[src/rtl/exp_share_arbiter.sv]
`default_nettype none
// ============================================================================
// Module      : exp_share_arbiter
// Description : Round-robin scheduler sharing one pipelined get_exp unit among
//               NUM_REQ requesters; tags each operand and routes results back.
//               Optional statistics counters enabled by macro EXP_ARB_STAT_EN.
// Revision    : 1.0 - initial release
// ============================================================================
module exp_share_arbiter #(
    parameter int NUM_REQ = 4,
    parameter int DW      = 32,
    parameter int EXP_LAT = 4
) (
    input  logic                  clk,
    input  logic                  rst,
    input  logic                  en,
    input  logic [NUM_REQ-1:0]    req_valid,
    input  logic [NUM_REQ*DW-1:0] req_data,
    output logic [NUM_REQ-1:0]    req_ready,
    output logic [DW-1:0]         exp_x,
    input  logic [DW-1:0]         exp_y,
    output logic [NUM_REQ-1:0]    rsp_valid,
    output logic [DW-1:0]         rsp_data,
    output logic                  busy
`ifdef EXP_ARB_STAT_EN
    ,
    output logic [31:0]           stat_issue,
    output logic [31:0]           stat_conflict
`endif
);

    localparam int              IDXW       = $clog2(NUM_REQ);
    localparam logic [IDXW-1:0] C_LAST_RST = IDXW'(NUM_REQ - 1);

    logic [IDXW-1:0]    last_grant_q, last_grant_d;
    logic [DW-1:0]      exp_x_q, exp_x_d;
    logic [EXP_LAT:0]   tag_vld_q, tag_vld_d;
    logic [IDXW-1:0]    tag_idx_q [EXP_LAT+1];
    logic [IDXW-1:0]    tag_idx_d [EXP_LAT+1];
    logic [NUM_REQ-1:0] rsp_valid_q, rsp_valid_d;
    logic [DW-1:0]      rsp_data_q, rsp_data_d;

    logic               w_issue;
    logic [IDXW-1:0]    w_gnt_idx;
    logic [DW-1:0]      w_gnt_data;

    // Lowest requester above last_grant wins; otherwise wrap to the lowest one.
    always_comb begin : p_grant
        w_gnt_idx  = '0;
        w_gnt_data = '0;
        req_ready  = '0;
        for (int i = NUM_REQ - 1; i >= 0; i--) begin
            if (req_valid[i] && (IDXW'(i) <= last_grant_q)) w_gnt_idx = IDXW'(i);
        end
        for (int i = NUM_REQ - 1; i >= 0; i--) begin
            if (req_valid[i] && (IDXW'(i) > last_grant_q)) w_gnt_idx = IDXW'(i);
        end
        for (int i = 0; i < NUM_REQ; i++) begin
            if (IDXW'(i) == w_gnt_idx) w_gnt_data = req_data[i*DW +: DW];
        end
        w_issue = en && (|req_valid);
        if (w_issue) req_ready[w_gnt_idx] = 1'b1;
    end

    always_comb begin : p_next
        last_grant_d = last_grant_q;
        exp_x_d      = exp_x_q;
        if (w_issue) begin
            last_grant_d = w_gnt_idx;
            exp_x_d      = w_gnt_data;
        end
        // Tag stage k lines up with the operand k cycles into get_exp.
        tag_vld_d    = {tag_vld_q[EXP_LAT-1:0], w_issue};
        tag_idx_d[0] = w_gnt_idx;
        for (int s = 1; s <= EXP_LAT; s++) begin
            tag_idx_d[s] = tag_idx_q[s-1];
        end
        rsp_valid_d = '0;
        rsp_data_d  = rsp_data_q;
        if (tag_vld_q[EXP_LAT]) begin
            rsp_valid_d[tag_idx_q[EXP_LAT]] = 1'b1;
            rsp_data_d                      = exp_y;
        end
    end

    always_ff @(posedge clk) begin : p_regs
        if (rst) begin
            last_grant_q <= C_LAST_RST;
            exp_x_q      <= '0;
            tag_vld_q    <= '0;
            rsp_valid_q  <= '0;
            rsp_data_q   <= '0;
            for (int s = 0; s <= EXP_LAT; s++) begin
                tag_idx_q[s] <= '0;
            end
        end else begin
            last_grant_q <= last_grant_d;
            exp_x_q      <= exp_x_d;
            tag_vld_q    <= tag_vld_d;
            tag_idx_q    <= tag_idx_d;
            rsp_valid_q  <= rsp_valid_d;
            rsp_data_q   <= rsp_data_d;
        end
    end

    assign exp_x     = exp_x_q;
    assign rsp_valid = rsp_valid_q;
    assign rsp_data  = rsp_data_q;
    assign busy      = (|tag_vld_q) || (|rsp_valid_q);

`ifdef EXP_ARB_STAT_EN
    logic [31:0] stat_issue_q, stat_issue_d;
    logic [31:0] stat_conflict_q, stat_conflict_d;
    logic        w_multi;

    always_comb begin : p_stat_next
        // More than one bit set: clearing the lowest set bit leaves something.
        w_multi         = (req_valid & (req_valid - 1'b1)) != '0;
        stat_issue_d    = w_issue ? stat_issue_q + 32'd1 : stat_issue_q;
        stat_conflict_d = (en && w_multi) ? stat_conflict_q + 32'd1 : stat_conflict_q;
    end

    always_ff @(posedge clk) begin : p_stat_regs
        if (rst) begin
            stat_issue_q    <= '0;
            stat_conflict_q <= '0;
        end else begin
            stat_issue_q    <= stat_issue_d;
            stat_conflict_q <= stat_conflict_d;
        end
    end

    assign stat_issue    = stat_issue_q;
    assign stat_conflict = stat_conflict_q;
`endif

endmodule
`default_nettype wire

[config.mk]
export PLATFORM = sky130hd
export DESIGN_NAME = exp_share_arbiter
export DESIGN_NICKNAME = d
export VERILOG_FILES = /design/src/rtl/exp_share_arbiter.sv
export SDC_FILE = /design/constraint.sdc
export NUM_CORES = 1
export LEC_CHECK = 0
export CAP_MARGIN = 30
export CORE_ASPECT_RATIO = 0.8
export CORE_MARGIN = 2
export CORE_UTILIZATION = 30
export CTS_BUF_LIST = sky130_fd_sc_hd__clkbuf_16
export DETAILED_ROUTE_END_ITERATION = 16
export PLACE_DENSITY = 0.7
export SYNTH_ARGS = -nofsm -noshare
export SYNTH_HDL_FRONTEND = slang
export SYNTH_SLANG_ARGS = --single-unit
[constraint.sdc]
create_clock -name clk -period 2.25 [get_ports clk]
set_input_delay 0.45 -clock clk [delete_from_list [all_inputs] [get_ports clk]]
set_output_delay 0.45 -clock clk [all_outputs]
set_load 0.05 [all_outputs]
# ---- Yosys cells after proc, flatten, opt, wreduce, memory -nomap -nowiden
# Cells that the tools add are included.
dict set report op_classes {
  order_cmp 12
  n_eq_ne 3
  n_mux 17
  bitwise 1
  n_reduce_logical 17
}
# operator n
set op_table {}
lappend op_table {{32-bit 2-to-1 mux} 4}
lappend op_table {{2-bit 2-to-1 mux} 8}
lappend op_table {{1-bit logical AND} 11}
lappend op_table {{4-bit OR reduction} 2}
lappend op_table {{2-bit by 3-bit less-than comparator with 1-bit output (second input constant)} 2}
lappend op_table {{5-bit OR reduction} 1}
lappend op_table {{1-bit demux with 2-bit select} 2}
lappend op_table {{2-bit equality test (first input constant)} 2}
lappend op_table {{2-bit by 1-bit greater-or-equal comparator with 1-bit output (second input constant)} 2}
lappend op_table {{1-bit by 2-bit greater-than comparator with 1-bit output (first input constant)} 2}
lappend op_table {{2-bit greater-than comparator (first input constant)} 2}
lappend op_table {{1-bit by 2-bit <= comparator with 1-bit output (first input constant)} 2}
lappend op_table {{2-bit <= comparator (first input constant)} 2}
lappend op_table {{4-bit 2-to-1 mux} 1}
lappend op_table {{1-bit by 2-bit equality test with 1-bit output (first input constant)} 1}
lappend op_table {{2-bit zero test} 1}
lappend op_table {{1-bit 2-to-1 mux} 2}
lappend op_table {{2-bit OR reduction} 1}
lappend op_table {{1-bit logical OR} 1}
lappend op_table {{1-bit NOT} 1}
dict set report totals {
  regBits 85
  input_bits 167
  out_inout_bits 73
  elab_cells 60
}

# ---- Longest topological paths before layout
# Gate-level depths: netlist of the first run.
dict set report depth {
  ltp_word 15
  ltp_mapped 9
  ltp_nobuf 5
}

# ---- Worst setup path before layout of the first run
# Ideal clock, no wire load.
dict set report synth_path {
  path_type {register to output}
  start {reg last_grant_q[1]}
  end {out req_ready[1]}
  t_arrival_ns 2.340
  t_required_ns 1.800
  setup_slack_ns -0.540
  path_stages_with_launch 8
  n_path_buf 3
  path_cell_list {dfxtp_1 > buf_2 > o21ai_1 > or2_1 > nand3_1 > buf_4 > buf_2 > nor3b_1}
}
dict set report synth_between {
  elab_chain_cells 15
  elab_cells_between_ends 30
  classes_between {10 x order compare; 11 x mux; 9 x reduce/logical}
}
# item line
set synth_rtl {}
lappend synth_rtl {{start: declaration} 35} ;# logic [IDXW-1:0] last_grant_q, last_grant_d;
lappend synth_rtl {{start signal: assignment} 97} ;# last_grant_q <= last_grant_d;
lappend synth_rtl {{2-bit <= comparator} 53} ;# if (req_valid[i] && (IDXW'(i) <= last_grant_q)) w_gnt_idx = IDXW'(i);
lappend synth_rtl {{1-bit logical AND} 53}
lappend synth_rtl {{2-bit 2-to-1 mux (4 in a row)} 53}
lappend synth_rtl {{2-bit 2-to-1 mux (3 in a row)} 56} ;# if (req_valid[i] && (IDXW'(i) > last_grant_q)) w_gnt_idx = IDXW'(i);
lappend synth_rtl {{2-bit 2-to-1 mux *} 56}
lappend synth_rtl {{2-bit by 3-bit less-than comparator with 1-bit output (not written as such) or 2-bit by 1-bit greater-or-equal comparator with 1-bit output (tied branches)} 62} ;# if (w_issue) req_ready[w_gnt_idx] = 1'b1;
lappend synth_rtl {{1-bit logical AND (not written as such)} 62}
lappend synth_rtl {{1-bit 2-to-1 mux (not written as such)} 62}
lappend synth_rtl {{1-bit demux with 2-bit select *} 62}
lappend synth_rtl {{4-bit 2-to-1 mux *} 62}
lappend synth_rtl {{end: declaration} 19} ;# output logic [NUM_REQ-1:0] req_ready,
# Mark *: on every way between the ends. The rest lies on a longest branch, timed or not.

# ---- Final worst setup path of the first run
dict set report layout_path {
  start {in req_valid[1]}
  end {out req_ready[2]}
}
dict set report layout_between {
  elab_chain_cells 12
  elab_cells_between_ends 16
  classes_between {2 x order compare; 9 x mux; 5 x reduce/logical}
}
# item line
set layout_rtl {}
lappend layout_rtl {{start: declaration} 17} ;# input logic [NUM_REQ-1:0] req_valid,
lappend layout_rtl {{1-bit logical AND} 53}
lappend layout_rtl {{2-bit 2-to-1 mux (2 in a row)} 53}
lappend layout_rtl {{2-bit 2-to-1 mux (4 in a row)} 56}
lappend layout_rtl {{2-bit by 3-bit less-than comparator with 1-bit output (not written as such) or 2-bit by 1-bit greater-or-equal comparator with 1-bit output (tied branches)} 62}
lappend layout_rtl {{1-bit logical AND (not written as such)} 62}
lappend layout_rtl {{1-bit 2-to-1 mux (not written as such)} 62}
lappend layout_rtl {{1-bit demux with 2-bit select} 62}
lappend layout_rtl {{4-bit 2-to-1 mux *} 62}
# Marks and branches as above.

==> results.md, run 1 <==
* Count of different cell masters after synthesis at 32
* Actual slew at the worst max-slew pin at between 0.5 and 0.6 ns
* Mean area per synthesized cell at a little over 10 um2
* Final worst slack at 0.0113 ns
* GRT Residual Overflow at 0
* CP arrival at 1.79 ns
* Clock buffer count from CTS at 9
* Area added between synthesis and finish at 83.3%
* P_leak at 2.80 nW
* Detailed placement HPWL at 8890 um
* Hold depth at 2
* Clock buffer depth at 2
* Cells after Synth at 365
* Critical Path End Type: primary output
* Post-synth top flop: dfxtp_1
* Routed Antenna Nets at 0
* Pwr/cell area at 642 mW/mm2
* Max cap viols at 0
* Placer Congestion at between 0.7 and 0.8
* WP data required at 1.80 ns
* Syn nets at approximately 530
* Antenna fix cells at 0
* Commonest cells post-synth: 97 x mux2i_1, 85 x dfxtp_1, 39 x nor2_1
* DRT Pass-1 Iters at 4
* Yosys warning total at 0
* Skew final at ~0.0076 ns
* Root buffer cell: clkbuf_16
* Clk slew on worst S/H paths at 0.06 ns
* EDFF count, synth at 0
* Cell count of the worst reg-to-reg path at 6
* Worst vdd ir at 353 uV
* Largest net degree at the start of global routing at 33
* Synth top area cells: dfxtp_1 46%, mux2i_1 26%, o221ai_1 7.5%, nor2_1 3.9%, nand2_1 3.5%
* Status: finished clean
* I/O pin count at 240
* HP Start: rst
* Crit-path slowest cell: dlygate4sd2_1
* Worst r2r src: last_grant_q[1]
* Yosys top cell area share at 0.457
* # setup viols final at 0
* DIE HEIGHT at 104 um
* NumNets Final at 782
* Slew Viols, Final at 0
* Dominant cell type by area after synthesis: dfxtp_1
* Worst-Skew Late Latency at 0.33 ns
* Dpl ws at -0.299 ns
* Via count at about 3600
* Crit path max fanout at 4
* Max frequency at about 0.45 GHz
* Max H-tree Level at 3
* TritonCTS clock tree: yes
* Proportion of layout cells with a drive suffix above 1 at 0.111
* Rel. slew slack at 0.638
* Wire per inst at 15.0 um
* Starting DRT DRC Count at 134
* Total power at 0.00438 W
* Final Non-Filler Cells at roughly 770
* Seq cells post-synth at 85
* Vias per cell at ~4.7
* CTS Sinks at 85
* RSZ-0062 raised after global routing: no
* Cell Area, Synth at 0.00372 mm2
* Cells after DPL at 754
* CP Launch Type: primary input
* Worst Setup Path Type: primary input to primary output
* Critical-path cell list: dlygate4sd2_1, buf_4, mux2i_4, o22ai_2, nor2_2, and3_4, buf_12
* DIE AREA at 0.0133 mm2
* Tcrit/Tclk final at 0.995
* Fraction of registers with async set or reset after synthesis at 0
* Std-Cell Rows at 36
* Residual DRC at 0
* Initial antenna violation count at 0
* CORE AREA at ~0.012 mm2
* Routed WL at 11600 um
* GRT Total Usage at 0.169
* Max incr delay on CP at 0.30 ns
* Initial Util at 0.306
* Worst Setup SP: req_valid[1]
* Vias in the first global route at 3767
* Fill cell count at 1066
* Final setup TNS at 0 ns
* Final min period at 2.24 ns
* Final-report hold violation count at 0
* Seq/Total Area, Yosys at 0.457
* First-pass GRT wire length at around 18000 um
* Internal reg-to-reg setup slack at 0.35 ns
* PortBufs at 239
* Die width at 129 um
* Top-count cell post-synth: mux2i_1
* Worst Hold Class: primary input to register
## registers in the layout, indices dropped and copies added, names as in the netlist
| signal | count |
|---|---|
| rsp_data | 32 |
| exp_x | 32 |
| last_grant_q | 2 |
| tag_vld_q | 5 |
| rsp_valid | 4 |
| tag_idx_q | 2 |
| tag_idx_d | 8 |
## cell families after synthesis
| logic type | after synthesis | share of synthesized area |
|---|---|---|
| DFF | 85 | 0.457 |
| and+or+nand+nor | 105 | 0.126 |
| AOI/OAI and AO/OA | 46 | 0.105 |
| buffers and inverters | 32 | 0.0508 |
| muxes | 97 | 0.261 |
## final cells by class
class                           instances  area, um2  area share
Timing Repair Buffer                  267       2700       0.396
Sequential cell                        85       1710       0.250
Clock buffer                            9        225      0.0330
Tap cell                              152        190      0.0279
Inverter                                4       15.0     0.00220
Clock inverter                          7       80.1      0.0117
Multi-Input combinational cell        248       1900       0.279
## report_power, final
part,switching (W),internal [W]
clock,0.000631,0.000878
combinational,0.000602,0.000629
sequential,0.0000494,0.00159
## layer usage
metal / vias up / GRT usage / share of wire
met4: 0 / 0.0590 / 0.020
met1: 1672 / 0.189 / 0.41
met2: 152 / 0.298 / 0.49
met5: - / 0 / 0
met3: 20 / 0.0589 / 0.077
li1: 1805 / - / -
## layout by cell type (no fill, tap or decap), drive strengths merged, types with 4 or more instances in the layout
cell and count:
a21oi 4, buf 34, clkbuf 10, clkdlybuf4s50 229, dfxtp 85, inv 9, mux2i 97, nand2 36
nor2 42, nor2b 13, o21ai 4, o221ai 32
## worst max-delay path, delay by kind of cell
family	cells	cell delay, ns
and+or+nand+nor	2	0.43
muxes	1	0.16
AOI/OAI and AO/OA	1	0.12
buffers and inverters	3	0.62
## timing repair
action | in CTS | in global routing
resized for setup | 11 | 8
hold endpoints to repair | 0 | 0
pin swaps | 2 | 3
hold buffers | 0 | 0
endpoints found under the setup margin | 4 | 4
buffers inserted | 1 | 1
## final timing paths
kind	to
worst max-delay path	req_ready[2]
worst min-delay path	tag_vld_q[0]
worst max register to register	exp_x[27]
worst min register to register	tag_idx_d[2]
## through the flow
stage                     hold slack [ns]   util  cell area [um2]
final                               0.358  0.561             6820
after global routing                0.350  0.561             6820
after global placement              0.417  0.530             6440
after detailed placement            0.426  0.530             6440
after CTS                           0.336  0.558             6790
after floorplan                     0.414      -             3730
No activity file was read; power rests on OpenSTA's default activity.
==> inputs of run 2 (changes only) <==
- CTS_CLUSTER_SIZE: default -> 24
==> results of run 2 <==
Same layout as run 1: the final DEF is identical, and so are final timing and power.
